<file path="config.mk">
export PLATFORM = sky130hd
export DESIGN_NAME = uart_rx_buffered
export DESIGN_NICKNAME = d
export VERILOG_FILES = /design/src/rtl/uart_pkg.sv /design/src/rtl/rx_sync_fifo.sv /design/src/rtl/uart_rx_buffered.sv
export SDC_FILE = /design/constraint.sdc
export NUM_CORES = 1
export LEC_CHECK = 0
export ABC_AREA = 1
export BUFFER_PORTS_ARGS = -buffer_cell sky130_fd_sc_hd__clkbuf_2
export CAP_MARGIN = 20
export CELL_PAD_IN_SITES_DETAIL_PLACEMENT = 1
export CELL_PAD_IN_SITES_GLOBAL_PLACEMENT = 1
export CORE_MARGIN = 2
export CORE_UTILIZATION = 48
export DETAILED_ROUTE_END_ITERATION = 8
export GPL_TIMING_DRIVEN = 0
export PLACE_DENSITY = 0.77
export SETUP_SLACK_MARGIN = 0.1
export SYNTH_ARGS = -nofsm -noshare
export SYNTH_HDL_FRONTEND = slang
export SYNTH_SLANG_ARGS = --single-unit
</file>
<file path="constraint.sdc">
create_clock -name clk -period 2.55 [get_ports clk]
set_input_delay 0.3825 -clock clk [delete_from_list [all_inputs] [get_ports clk]]
set_output_delay 0.3825 -clock clk [all_outputs]
set_load 0.01 [all_outputs]
</file>
<file path="src/rtl/uart_pkg.sv">
// uart_pkg: shared UART receive types, line idle level and baud counter sizing.
package uart_pkg;
  typedef enum logic [2:0] {IDLE, START, DATA, PARITY, STOP} rx_state_t;
  localparam logic IDLE_LEVEL = 1'b1;
  function automatic int baud_cnt_width(input int clks_per_bit);
    return $clog2(clks_per_bit);
  endfunction
endpackage

</file>
<file path="src/rtl/rx_sync_fifo.sv">
// rx_sync_fifo: show-ahead receive FIFO; a push into a full FIFO is dropped unless a pop frees the slot.
module rx_sync_fifo #(
  parameter int WIDTH = 8,
  parameter int DEPTH = 4
) (
  input  logic             clk,
  input  logic             arst_n,
  input  logic             push,
  input  logic             pop,
  input  logic [WIDTH-1:0] din,
  output logic [WIDTH-1:0] dout,
  output logic             full,
  output logic             empty,
  output logic             drop
);
  localparam int AW = $clog2(DEPTH);
  logic [WIDTH-1:0] mem [DEPTH];
  logic [AW-1:0] wp, rp;
  logic [AW:0] count;
  logic push_ok, pop_ok;
  assign empty = count == '0;
  assign full = count == (AW+1)'(DEPTH);
  assign pop_ok = pop & ~empty;
  assign push_ok = push & (~full | pop_ok);
  assign drop = push & ~push_ok;
  assign dout = empty ? '0 : mem[rp];
  always_ff @(posedge clk or negedge arst_n)
    if (!arst_n) begin
      wp <= '0;
      rp <= '0;
      count <= '0;
    end else begin
      wp <= wp + {{(AW-1){1'b0}}, push_ok};
      rp <= rp + {{(AW-1){1'b0}}, pop_ok};
      count <= count + {{AW{1'b0}}, push_ok} - {{AW{1'b0}}, pop_ok};
    end
  always_ff @(posedge clk)
    if (push_ok) mem[wp] <= din;
endmodule

</file>
<file path="src/rtl/uart_rx_buffered.sv">
// uart_rx_buffered: oversampling UART receiver feeding a small FIFO with sticky error flags.
// Define UART_RX_PARITY_EN to add a parity bit (polarity from PARITY_ODD) and the parity_err output.
module uart_rx_buffered
  import uart_pkg::*;
#(
  parameter int WIDTH        = 8,
  parameter int CLKS_PER_BIT = 5208,
  parameter int FIFO_DEPTH   = 4,
  parameter int PARITY_ODD   = 0
) (
  input  logic             clk,
  input  logic             arst_n,
  input  logic             rx,
  input  logic             rd_en,
  output logic [WIDTH-1:0] rd_data,
  output logic             valid,
  output logic             full,
  output logic             busy,
  output logic             frame_err,
  output logic             overrun,
  input  logic             clr_err
`ifdef UART_RX_PARITY_EN
  , output logic           parity_err
`endif
);
  localparam int CW = baud_cnt_width(CLKS_PER_BIT);
  localparam int IW = WIDTH > 1 ? $clog2(WIDTH) : 1;
  rx_state_t state, state_n;
  logic rx_m, rx_s, rx_d;
  logic [CW-1:0] cnt;
  logic [IW-1:0] idx;
  logic [WIDTH-1:0] sh;
  logic half, tick, push, drop, empty, ferr_set;
`ifdef UART_RX_PARITY_EN
  logic perr_set;
`endif
  assign half = cnt == CW'(CLKS_PER_BIT/2 - 1);
  assign tick = cnt == CW'(CLKS_PER_BIT - 1);
  assign busy = state != IDLE;
  assign valid = ~empty;
  always_ff @(posedge clk or negedge arst_n)
    if (!arst_n) {rx_m, rx_s, rx_d} <= {3{IDLE_LEVEL}};
    else {rx_m, rx_s, rx_d} <= {rx, rx_m, rx_s};
  always_comb begin
    state_n = state;
    push = 1'b0;
    ferr_set = 1'b0;
`ifdef UART_RX_PARITY_EN
    perr_set = 1'b0;
`endif
    case (state)
      IDLE:  state_n = (rx_d == IDLE_LEVEL && rx_s != IDLE_LEVEL) ? START : IDLE;
      START: state_n = !half ? START : (rx_s == IDLE_LEVEL ? IDLE : DATA);
`ifdef UART_RX_PARITY_EN
      DATA:  state_n = (tick && idx == IW'(WIDTH-1)) ? PARITY : DATA;
      PARITY: begin
        state_n = tick ? STOP : PARITY;
        perr_set = tick & (rx_s != (^sh ^ PARITY_ODD[0]));
      end
`else
      DATA:  state_n = (tick && idx == IW'(WIDTH-1)) ? STOP : DATA;
`endif
      STOP: begin
        state_n = tick ? IDLE : STOP;
        push = tick & rx_s;
        ferr_set = tick & ~rx_s;
      end
      default: state_n = IDLE;
    endcase
  end
  always_ff @(posedge clk or negedge arst_n)
    if (!arst_n) begin
      state <= IDLE;
      cnt <= '0;
      idx <= '0;
      sh <= '0;
      frame_err <= 1'b0;
      overrun <= 1'b0;
    end else begin
      state <= state_n;
      cnt <= (state != state_n || tick) ? '0 : cnt + 1'b1;
      idx <= state != DATA ? '0 : idx + IW'(tick);
      if (state == DATA && tick) sh <= {rx_s, sh[WIDTH-1:1]};
      frame_err <= ferr_set | (frame_err & ~clr_err);
      overrun <= drop | (overrun & ~clr_err);
    end
`ifdef UART_RX_PARITY_EN
  always_ff @(posedge clk or negedge arst_n)
    if (!arst_n) parity_err <= 1'b0;
    else parity_err <= perr_set | (parity_err & ~clr_err);
`endif
  rx_sync_fifo #(.WIDTH(WIDTH), .DEPTH(FIFO_DEPTH)) u_fifo (
    .clk(clk), .arst_n(arst_n), .push(push), .pop(rd_en), .din(sh),
    .dout(rd_data), .full(full), .empty(empty), .drop(drop)
  );
endmodule

</file>
==> Flow_metrics.wiki <==
{| class="wikitable"
! Metric !! Value
|-
| Outcome || finished with violations
|-
| Failing checks || hold timing
|-
| Origin of the critical flop-to-flop path || u_fifo.count[2]
|-
| Vias in the first global route || 2458
|-
| Critical path arrival || 2.61 ns
|-
| Least-Margin Pin Slew || roughly 0.74 ns
|-
| Peak fanout along the critical path || 10
|-
| Max-slew violation total from the final report || 0
|-
| Leak || 0.001689 uW
|-
| Area of the mapped netlist || about 0.0034 mm^2
|-
| Clk Tree Root Cell || sky130_fd_sc_hd__clkbuf_8
|-
| Post-route minimum period || roughly 2.4 ns
|-
| H-tree levels || 3
|-
| Sequential share of the synthesized area || a little under 60%
|-
| Synth area leaders || sky130_fd_sc_hd__edfxtp_1 29%, sky130_fd_sc_hd__dfrtp_1 27%, sky130_fd_sc_hd__nor2_1 5.8%
|-
| Fin crit share || a little over 90%
|-
| Latest clock arrival within the worst-skew pair || around 0.37 ns
|-
| Number of non-filler instances in the completed layout || about 450
|-
| Ys Warns || 0
|-
| Mapped Nets || around 340
|-
| Remaining antenna violation count || 0
|-
| RSZ-0062 raised after global routing || true
|-
| Vias || roughly 2300
|-
| Last weighted congestion value of the routability-driven placer || roughly 0.80
|-
| Post-synthesis cell type with the largest combined area || sky130_fd_sc_hd__edfxtp_1
|-
| Max-cap violation count || 0
|-
| Ports || 18
|-
| Sinks on the clock net || a little over 70
|-
| Post-DP HPWL || roughly 4.9 mm
|-
| Fraction of layout instances using a drive strength above 1 || roughly 26%
|-
| TritonRoute pass-1 iters || 4
|-
| Via/cell ratio || between 5 and 6
|-
| Setup Viol. Count Final || 0
|-
| Overall routing resource usage || about a fifth
|-
| Worst supply voltage drop on vdd || between 0.0004 and 0.0005 V
|-
| Clock-pin slew on the worst setup and hold paths || 0.08 ns
|-
| Number of register bits inferred by synthesis || 71
|-
| IO buf count || 17
|-
| Area share of the leading cell type in the synthesized netlist || between 20% and 30%
|-
| Overflow left after global routing || 0
|-
| Final instance area || about 0.0038 mm^2
|-
| Aggregate routed wire length || approximately 7.0 mm
|-
| Nets || approximately 370
|-
| Inserted Diodes || 0
|-
| Worst slack at placement || 0.09834 ns
|-
| Number of hold violations in the final report || 17
|-
| Required @ worst endpoint || ~2.8 ns
|-
| Growth of design area from synthesis to finish || 13.61%
|-
| Worst slew margin relative to its limit || between 50% and 60%
|-
| Kind of capture point of the worst setup path || flip-flop
|-
| Final TNS setup || 0 ns
|-
| Worst setup path start || u_fifo.count[2]
|-
| Total power per unit cell area || about 870 mW/mm^2
|-
| Die Height || 87.61 um
|-
| Number of design-rule violations left by the first detailed-router iteration || roughly 120
|-
| Largest net degree at the start of global routing || 40
|-
| Clk_skew || 0.01479 ns
|-
| Clock buffer depth || 2
|-
| Commonest non-fill, non-tap cell in the layout || sky130_fd_sc_hd__nor2_1
|-
| Initial antenna violation count || 0
|-
| Horizontal die dimension || approximately 88 um
|-
| Worst hold-check slack || -0.02137 ns
|-
| Number of cells in the design after placement || between 400 and 500
|-
| Most frequent cells in the layout || 50 x sky130_fd_sc_hd__nor2_1, 49 x sky130_fd_sc_hd__nand2_1, 36 x sky130_fd_sc_hd__dfrtp_1, 32 x sky130_fd_sc_hd__edfxtp_1, 24 x sky130_fd_sc_hd__inv_1
|-
| Total cell area at the placement stage || ~0.0036 mm^2
|-
| Number of standard-cell rows in the floorplan || 30
|-
| Worst min-delay path class || input pin to asynchronous set/reset pin
|-
| Peak Freq || about 0.42 GHz
|-
| Routed len/inst || 15.43 um
|-
| CTS tree || built
|-
| Core Area || around 0.0068 mm^2
|-
| Post-route setup slack || ~0.18 ns
|-
| Cell count after synthesis || 326
|-
| First-pass GRT wire length || 11.81 mm
|-
| Post-Synthesis Mean Instance Area || between 10 and 15 um^2
|-
| Worst setup SP type || flip-flop
|-
| Number of distinct library cell variants in the gate-level netlist after synthesis || 31
|-
| Critical path class || flip-flop to flip-flop
|-
| Starting utilization of the core area || approximately 49%
|-
| Final routed DRC violation total || 0
|-
| Cts-stage hold buffer count || 0
|-
| Die footprint || approximately 0.0077 mm^2
|-
| Clock buffers created by TritonCTS || 9
|-
| Final cell utilization of the core || 56.11%
|}
[worst max-delay path: stages, from the launching register on]
cell	delay, ns
sky130_fd_sc_hd__dfrtp_1	0.41
sky130_fd_sc_hd__nor3_2	0.59
sky130_fd_sc_hd__nor2_1	0.14
sky130_fd_sc_hd__ha_1	0.31
sky130_fd_sc_hd__inv_1	0.04
sky130_fd_sc_hd__ha_1	0.20
sky130_fd_sc_hd__fa_1	0.41
sky130_fd_sc_hd__xor2_1	0.17
[layout make-up]
type | instances | area [um^2]
clock buffers | 9 | 123.9
multi-input cells | 212 | 1225
inverters | 35 | 136.4
clock inverters | 7 | 102.6
flip-flops and latches | 71 | 1941
repair buffers | 18 | 112.6
well taps | 96 | 120.1
fillers | 757 | 2982
plain buffers | 6 | 51.30
[what timing repair did]
item	4_1_cts	5_1_grt
endpoints found under the setup margin	8	32
setup buffers	0	0
resized for setup	1	1
[where the power goes]
group / internal [uW] / switching (uW)
clock network: 566 / 487
logic: 336 / 548
registers: 1270 / 98.0
[sequential cells by signal (all words and copies together), names as in the netlist]
name,cells
rx_s,1
rx_d,1
rx_m,1
u_fifo.count,3
cnt,13
sh,8
u_fifo.mem,32
overrun,1
u_fifo.rp,2
u_fifo.wp,2
state,3
frame_err,1
idx,3
[cells in the mapped netlist]
cell type and instances:
sky130_fd_sc_hd__xnor2_1 2, sky130_fd_sc_hd__nor2_2 7, sky130_fd_sc_hd__nor3_1 6, sky130_fd_sc_hd__inv_1 24, sky130_fd_sc_hd__nor3_4 1, sky130_fd_sc_hd__fa_1 1, sky130_fd_sc_hd__dfrtp_1 36, sky130_fd_sc_hd__nor2_1 52
sky130_fd_sc_hd__nor3_2 14, sky130_fd_sc_hd__nand2_2 6, sky130_fd_sc_hd__buf_4 1, sky130_fd_sc_hd__a21oi_4 1, sky130_fd_sc_hd__inv_6 1, sky130_fd_sc_hd__clkbuf_1 2, sky130_fd_sc_hd__inv_2 10, sky130_fd_sc_hd__edfxtp_1 32
sky130_fd_sc_hd__nand2_1 49, sky130_fd_sc_hd__o21ai_0 18, sky130_fd_sc_hd__nand3_4 2, sky130_fd_sc_hd__xor2_1 11, sky130_fd_sc_hd__buf_2 2, sky130_fd_sc_hd__o21ai_1 1, sky130_fd_sc_hd__o22ai_1 2, sky130_fd_sc_hd__dfstp_2 3
sky130_fd_sc_hd__nand3_1 16, sky130_fd_sc_hd__nand2_4 3, sky130_fd_sc_hd__ha_1 7, sky130_fd_sc_hd__buf_6 3, sky130_fd_sc_hd__nand4_1 3, sky130_fd_sc_hd__nand3_2 2, sky130_fd_sc_hd__a21oi_1 8
[metal layers]
layer,GRT usage [%],wire length (um),vias to the layer above
met1,24.49,3117,1122
met2,36.29,3496,45
met3,6.315,260,13
met5,0,0,-
met4,7.692,128,0
li1,-,-,1121
[kinds of logic after synthesis]
group	count (synthesis)	share of synthesized area [%]
buffers and inverters	43	5.817
adder cells (fa/ha/maj)	8	3.206
flip-flops	71	57.83
XOR/XNOR	13	3.393
AO/OA/AOI/OAI	30	4.884
AND/OR/NAND/NOR	161	24.87
[path summary, 6_finish.rpt]
| kind | end | slack (ns) | cells after the start |
|---|---|---|---|
| hold reg to reg | rx_s | 0.36 | 0 |
| min in group clk | rx_m | 0.09 | 1 |
| hold / removal | cnt[8] | -0.02 | 1 |
| setup reg to reg | u_fifo.count[2] | 0.18 | 7 |
| setup / recovery | u_fifo.count[2] | 0.18 | 7 |
| max in group asynchronous | rx_d | 2.01 | 2 |
[metrics by stage]
stage / hold slack [ns] / total power [uW]
final: -0.02137 / 3310
after global placement: 0.3477 / 2254
after global routing: 0.006000 / 3532
after floorplan: 0.08691 / 2008
after detailed placement: 0.3488 / 2294
after CTS: 0.07297 / 3363
Power figures use the tool's default switching activity.
